**src/rtl/vedic_mult_pipe_if.sv**
```systemverilog
// Operand/product handshake bundle for vedic_mult_pipe.
// The in_signed lane exists only when VEDIC_SIGNED_EN is defined.
interface vedic_mult_pipe_if #(
    parameter int WIDTH = 32
);
    logic               in_valid;
    logic               in_ready;
    logic [WIDTH-1:0]   in_a;
    logic [WIDTH-1:0]   in_b;
`ifdef VEDIC_SIGNED_EN
    logic               in_signed;
`endif
    logic               out_valid;
    logic               out_ready;
    logic [2*WIDTH-1:0] out_p;
    logic               busy;

    modport master (
        output in_valid,
        output in_a,
        output in_b,
`ifdef VEDIC_SIGNED_EN
        output in_signed,
`endif
        output out_ready,
        input  in_ready,
        input  out_valid,
        input  out_p,
        input  busy
    );

    modport slave (
        input  in_valid,
        input  in_a,
        input  in_b,
`ifdef VEDIC_SIGNED_EN
        input  in_signed,
`endif
        input  out_ready,
        output in_ready,
        output out_valid,
        output out_p,
        output busy
    );
endinterface

```
**src/rtl/vedic_mult_pipe.sv**
```systemverilog
// Two-stage Vedic (quadrant-split) multiplier with valid/ready flow control.
// Define VEDIC_SIGNED_EN to add two's-complement operands via bus.in_signed.
module vedic_mult_pipe #(
    parameter int WIDTH = 32
) (
    input  logic              clk,
    input  logic              rst_n,
    vedic_mult_pipe_if.slave  bus
);
    localparam int H  = WIDTH / 2;
    localparam int W2 = 2 * WIDTH;
    localparam logic [WIDTH-1:0] ZERO_W = {WIDTH{1'b0}};
    localparam logic [W2-1:0]    ZERO_2W = {W2{1'b0}};

    logic                stall_s;
    logic [WIDTH-1:0]    mag_a_s;
    logic [WIDTH-1:0]    mag_b_s;
    logic [WIDTH-1:0]    a_l_s, a_h_s, b_l_s, b_h_s;
    logic [W2-1:0]       sum_raw_s;
    logic [W2-1:0]       sum_s;

    logic                s1_valid_d, s1_valid_q;
    logic [WIDTH-1:0]    q0_d, q0_q, q1_d, q1_q, q2_d, q2_q, q3_d, q3_q;
    logic                out_valid_d, out_valid_q;
    logic [W2-1:0]       out_p_d, out_p_q;
`ifdef VEDIC_SIGNED_EN
    localparam logic [WIDTH-1:0] ONE_W  = {{(WIDTH-1){1'b0}}, 1'b1};
    localparam logic [W2-1:0]    ONE_2W = {{(W2-1){1'b0}}, 1'b1};
    logic                neg_s;
    logic                neg_d, neg_q;
`endif

    // Stall only depends on the output register and the consumer
    always_comb begin
        stall_s = out_valid_q && !bus.out_ready;
    end

    assign bus.in_ready  = !stall_s;
    assign bus.out_valid = out_valid_q;
    assign bus.out_p     = out_p_q;
    assign bus.busy      = s1_valid_q || out_valid_q;

`ifdef VEDIC_SIGNED_EN
    // Magnitudes are unsigned WIDTH-bit values; the most-negative operand maps to 2^(WIDTH-1)
    always_comb begin
        if (bus.in_signed && bus.in_a[WIDTH-1]) begin
            mag_a_s = ~bus.in_a + ONE_W;
        end else begin
            mag_a_s = bus.in_a;
        end
        if (bus.in_signed && bus.in_b[WIDTH-1]) begin
            mag_b_s = ~bus.in_b + ONE_W;
        end else begin
            mag_b_s = bus.in_b;
        end
        neg_s = bus.in_signed && (bus.in_a[WIDTH-1] ^ bus.in_b[WIDTH-1]);
    end
`else
    // Unsigned build: operands pass straight into the quadrant split
    always_comb begin
        mag_a_s = bus.in_a;
        mag_b_s = bus.in_b;
    end
`endif

    // Zero-extend halves so each quadrant product is formed at full WIDTH
    always_comb begin
        a_l_s = {{H{1'b0}}, mag_a_s[H-1:0]};
        a_h_s = {{H{1'b0}}, mag_a_s[WIDTH-1:H]};
        b_l_s = {{H{1'b0}}, mag_b_s[H-1:0]};
        b_h_s = {{H{1'b0}}, mag_b_s[WIDTH-1:H]};
    end

    // Stage 1 next state: load quadrants on acceptance, bubble when idle, hold on stall
    always_comb begin
        s1_valid_d = s1_valid_q;
        q0_d       = q0_q;
        q1_d       = q1_q;
        q2_d       = q2_q;
        q3_d       = q3_q;
`ifdef VEDIC_SIGNED_EN
        neg_d      = neg_q;
`endif
        if (!stall_s) begin
            s1_valid_d = bus.in_valid;
            if (bus.in_valid) begin
                q0_d = a_l_s * b_l_s;
                q1_d = a_h_s * b_l_s;
                q2_d = a_l_s * b_h_s;
                q3_d = a_h_s * b_h_s;
`ifdef VEDIC_SIGNED_EN
                neg_d = neg_s;
`endif
            end else begin
                q0_d = q0_q;
            end
        end else begin
            s1_valid_d = s1_valid_q;
        end
    end

    // Recombine quadrants over the full 2*WIDTH range; the cross sum may carry past WIDTH bits
    always_comb begin
        sum_raw_s = {ZERO_W, q0_q}
                  + (({ZERO_W, q1_q} + {ZERO_W, q2_q}) << H)
                  + ({ZERO_W, q3_q} << WIDTH);
`ifdef VEDIC_SIGNED_EN
        if (neg_q) begin
            sum_s = ~sum_raw_s + ONE_2W;
        end else begin
            sum_s = sum_raw_s;
        end
`else
        sum_s = sum_raw_s;
`endif
    end

    // Stage 2 next state: product register follows stage 1 unless stalled
    always_comb begin
        out_valid_d = out_valid_q;
        out_p_d     = out_p_q;
        if (!stall_s) begin
            out_valid_d = s1_valid_q;
            if (s1_valid_q) begin
                out_p_d = sum_s;
            end else begin
                out_p_d = out_p_q;
            end
        end else begin
            out_valid_d = out_valid_q;
        end
    end

    // Pipeline registers; reset clears every valid bit and the product
    always_ff @(posedge clk or negedge rst_n) begin
        if (!rst_n) begin
            s1_valid_q  <= 1'b0;
            q0_q        <= ZERO_W;
            q1_q        <= ZERO_W;
            q2_q        <= ZERO_W;
            q3_q        <= ZERO_W;
            out_valid_q <= 1'b0;
            out_p_q     <= ZERO_2W;
        end else begin
            s1_valid_q  <= s1_valid_d;
            q0_q        <= q0_d;
            q1_q        <= q1_d;
            q2_q        <= q2_d;
            q3_q        <= q3_d;
            out_valid_q <= out_valid_d;
            out_p_q     <= out_p_d;
        end
    end

`ifdef VEDIC_SIGNED_EN
    // Negate flag travels with the stage-1 quadrants
    always_ff @(posedge clk or negedge rst_n) begin
        if (!rst_n) begin
            neg_q <= 1'b0;
        end else begin
            neg_q <= neg_d;
        end
    end
`endif

endmodule

```
**src/flat_wrapper.sv**
```systemverilog
// flat-port wrapper written by rule: the top's interface ports become plain ports
module vedic_mult_pipe_flat 
#(
    parameter int WIDTH = 32
)
  (clk, rst_n, bus_in_valid, bus_in_a, bus_in_b, bus_out_ready, bus_in_ready, bus_out_valid, bus_out_p, bus_busy);
  vedic_mult_pipe_if #(.WIDTH(WIDTH)) bus_i ();
  input  logic clk;
  input  logic rst_n;
  input wire logic [$bits(bus_i.in_valid)-1:0] bus_in_valid;
  input wire logic [$bits(bus_i.in_a)-1:0] bus_in_a;
  input wire logic [$bits(bus_i.in_b)-1:0] bus_in_b;
  input wire logic [$bits(bus_i.out_ready)-1:0] bus_out_ready;
  output wire logic [$bits(bus_i.in_ready)-1:0] bus_in_ready;
  output wire logic [$bits(bus_i.out_valid)-1:0] bus_out_valid;
  output wire logic [$bits(bus_i.out_p)-1:0] bus_out_p;
  output wire logic [$bits(bus_i.busy)-1:0] bus_busy;
  assign bus_i.in_valid = bus_in_valid;
  assign bus_i.in_a = bus_in_a;
  assign bus_i.in_b = bus_in_b;
  assign bus_i.out_ready = bus_out_ready;
  assign bus_in_ready = bus_i.in_ready;
  assign bus_out_valid = bus_i.out_valid;
  assign bus_out_p = bus_i.out_p;
  assign bus_busy = bus_i.busy;
  vedic_mult_pipe #(.WIDTH(WIDTH)) u_core (.clk(clk), .rst_n(rst_n), .bus(bus_i));
endmodule
```
**config.mk**
```make
export PLATFORM = sky130hd
export DESIGN_NAME = vedic_mult_pipe_flat
export DESIGN_NICKNAME = d
export VERILOG_FILES = /design/src/rtl/vedic_mult_pipe_if.sv /design/src/rtl/vedic_mult_pipe.sv /design/src/flat_wrapper.sv
export SDC_FILE = /design/constraint.sdc
export NUM_CORES = 2
export LEC_CHECK = 0
export ABC_AREA = 1
export CAP_MARGIN = 10
export CORE_MARGIN = 2
export CORE_UTILIZATION = 47
export DETAILED_ROUTE_END_ITERATION = 6
export GPL_TIMING_DRIVEN = 0
export SYNTH_ARGS = -nofsm -noshare
export SYNTH_HDL_FRONTEND = slang
export SYNTH_SLANG_ARGS = --single-unit
export TNS_END_PERCENT = 20
```
**constraint.sdc**
```tcl
create_clock -name clk -period 3.8 [get_ports clk]
set_clock_uncertainty 0.15 [all_clocks]
set_input_delay 0.76 -clock clk [delete_from_list [all_inputs] [get_ports clk]]
set_output_delay 0.76 -clock clk [all_outputs]
set_load 0.05 [all_outputs]
```
==> reports/results.ini <==
[place]
gp_congestion=1.01
preCtsSetupSlack_ns=-3.94
port_buffers=134
hpwl_um=155000

[floorplan]
io_pins=135
dieArea_um2=106000
rows=117
coreArea_um2=102000
start_util_pct=47.5
die-width_um=325
die_h_um=325

[drt]
routedWlPerCell_um=22.6
wl_um=195000
vias=45500
drt-initial-drc-count=3911
drc_errors=0
dr.pass1.iters=7
vias_per_cell=5.27
ant_nets=0

[synth]
synthSimpleGateAreaFrac_pct=23.8
avgSynthCellArea_um2=7.12
netlist.top_cell.by_area=fa_1
ys_types=38
ys_ff_latch=194
synth_seq_area_share_pct=10.0
synth_async_sr_flop_share_pct=100
synth_top_area_share_pct=32.1
synth-xor-area-share_pct=1.57
syn-num-nets=8142
synth_top_family_by_area=adder cells
synth-compound-area-share_pct=4.73
synthAdderAreaFrac_pct=44.5
synth_cells=6815
muxShareOfSynthArea_pct=0
ys_top_cells_by_area=fa_1 (32%), nand2_1 (17%), inv_1 (13%)
ys_warn_count=0
synth_edf_count=0
synth-main-ff-cell=dfrtp_1
synth_area_um2=48500

[cts]
cts_tree=yes
cts_inserted_buffers=17
clk_path_buf_depth=2
cts_sinks=194
cts_hold_buf=0
cts_root_buf=clkbuf_16
h-tree-depth=4
clock_latency_ns=0.47
path_clk_slew_ns=0.09

[job]
drv_cap=0

[critical_path]
path_buf_inv=5
cp_common_cell=fa_1
slowest_delay_ns=0.60
critPathKind=primary input to flop
cp-startpoint=bus_in_a[3]
start_kind=primary input
r2r-start=u_core.q2_q[0]
crit_arrival_ns=5.80
endpoint_kind=flop
required_ns=4.00
path_cells=clkbuf_4 > clkbuf_16 > nand2_1 > inv_1 > fa_1 > fa_1 > fa_1 > fa_1 > fa_1 > inv_1 > fa_2 > inv_2 > ha_4 > a21oi_4 > o21ai_4 > a21oi_2 > nor2_1 > nor2_1 > nand3_1 > nand3_2 > nand2_2
crit_slowest_cell=fa_2
worstPathMaxFanout=8
crit_family=adder cells

[layout]
multi_input_area_um2=39500
drive_gt1_share_pct=17.7
final_common_cell=nand2_1
ff_latch_area_um2=4850
final_cell_mix=nand2_1 (2004), inv_1 (1662), fa_1 (724)
postLayoutCoreUtil_pct=60.4
layout.nets=8578
area_delta_synth_final_pct=27.1
fillers=9537

[run_status]
violations=negative setup slack
outcome=finished, violations left

[sta]
setup_viol=134
drv_slew=0
fin_crit_ns=5.60
fin_ws_ns=-1.80
fin_crit_sh_pct=147
tightestPinTransition_ns=0.954
rsz0062_at_grt=yes
slew_headroom_pct=36.4
hold_violations=0
fmax_ghz=0.179

[global_routing]
grt_pass1_vias=45500
grt_pass1_wl_um=286000
grtUsageTotal_pct=36.5
antenna_found_initial=6
grt-ovfl-total=0
grt_max_degree=99

[worst_hold_path]
hp-class=primary input to asynchronous set/reset pin

==> area by class of cell <==
| type | count | share of cell area [%] |
|---|---|---|
| Tap cell | 1368 | 2.77 |
| Clock inverter | 15 | 0.302 |
| Timing Repair Buffer | 417 | 6.88 |
| Antenna cell | 5 | 0.0203 |
| Inverter | 1753 | 10.7 |
| Multi-Input combinational cell | 4635 | 64.1 |
| Clock buffer | 17 | 0.690 |
| Buffer | 233 | 6.72 |
| Sequential cell | 194 | 7.87 |
==> per-layer routing <==
| layer | GRT usage (%) | part of all wire [%] | up-vias |
|---|---|---|---|
| li1 | - | - | 20900 |
| met1 | 49.6 | 42 | 22300 |
| met2 | 55.5 | 43 | 1990 |
| met3 | 9.12 | 10 | 349 |
| met4 | 15.1 | 5.2 | 10 |
| met5 | 0.951 | 0.18 | - |
==> registers in the layout, summed over array words and instances (netlist names) <==
register	count
u_core.bus.out_p	64
u_core.bus.out_valid	1
u_core.q0_q	32
u_core.q1_q	32
u_core.q2_q	32
u_core.q3_q	32
u_core.s1_valid_q	1
==> final timing paths <==
path,depth (start not counted),slack (ns),to
max in group asynchronous,2,2.38,u_core.q3_q[8]
worst min-delay path,1,0.12,u_core.bus.out_p[10]
min in group clk,2,0.33,u_core.bus.out_p[17]
worst max-delay path,21,-1.80,u_core.q0_q[29]
worst max register to register,21,-0.22,u_core.bus.out_p[53]
worst min register to register,2,0.33,u_core.bus.out_p[17]
==> synthesized netlist by cell type, types with 22 or more instances <==
cell type  instances
nor3_1            34
o21ai_0          169
ha_1             481
fa_1             778
buf_2             22
nand3_1          260
xnor2_1           53
a21oi_1          189
nand2_1         2142
dfrtp_1          194
inv_1           1744
nand3b_1          31
xor2_1            34
o21bai_1          24
nor2_1           271
nand4_1           54
clkbuf_1         210
==> worst register-to-register path, delay by kind of cell, from the launching register on <==
kind	cells	cell delay (ns)
and+or+nand+nor	14	1.53
adders and majority gates	3	1.02
AOI/OAI and AO/OA	2	0.57
DFF	1	0.39
xor gates and xnor gates	1	0.17
buffers and inverters	1	0.10
==> timing repair <==
action                                  in CTS  in global routing
gates cloned                                 9                 10
pin swaps                                  105                238
endpoints found under the setup margin     139                146
gates resized for setup                   1168                469
setup buffers                              151                112
==> stage by stage <==
step | instances | TNS (ns) | cell area, um2 | hold slack, ns
after global placement | 8317 | -1598.59 | 53100 | 0.305
final | 8637 | -158.78 | 61700 | 0.118
after floorplan | 6815 | -144.65 | 50000 | 0.299
after global routing | 8634 | -183.82 | 61700 | 0.188
after CTS | 8510 | -155.79 | 59000 | 0.166
after detailed placement | 8318 | -358.52 | 53100 | 0.312
==> cells by family (layout without fill, tap and decap cells) <==
group	count (synthesis)	in the layout
compound gates	432	432
xor+xnor	87	87
fa+ha+maj	1259	1259
buf+inv	1986	2435
flops	194	194
other cells	0	5
simple gates	2857	2857
Power is left out: the tool's default activity adds up to more than one toggle a clock period on the data nets, which glitch-free logic cannot reach.
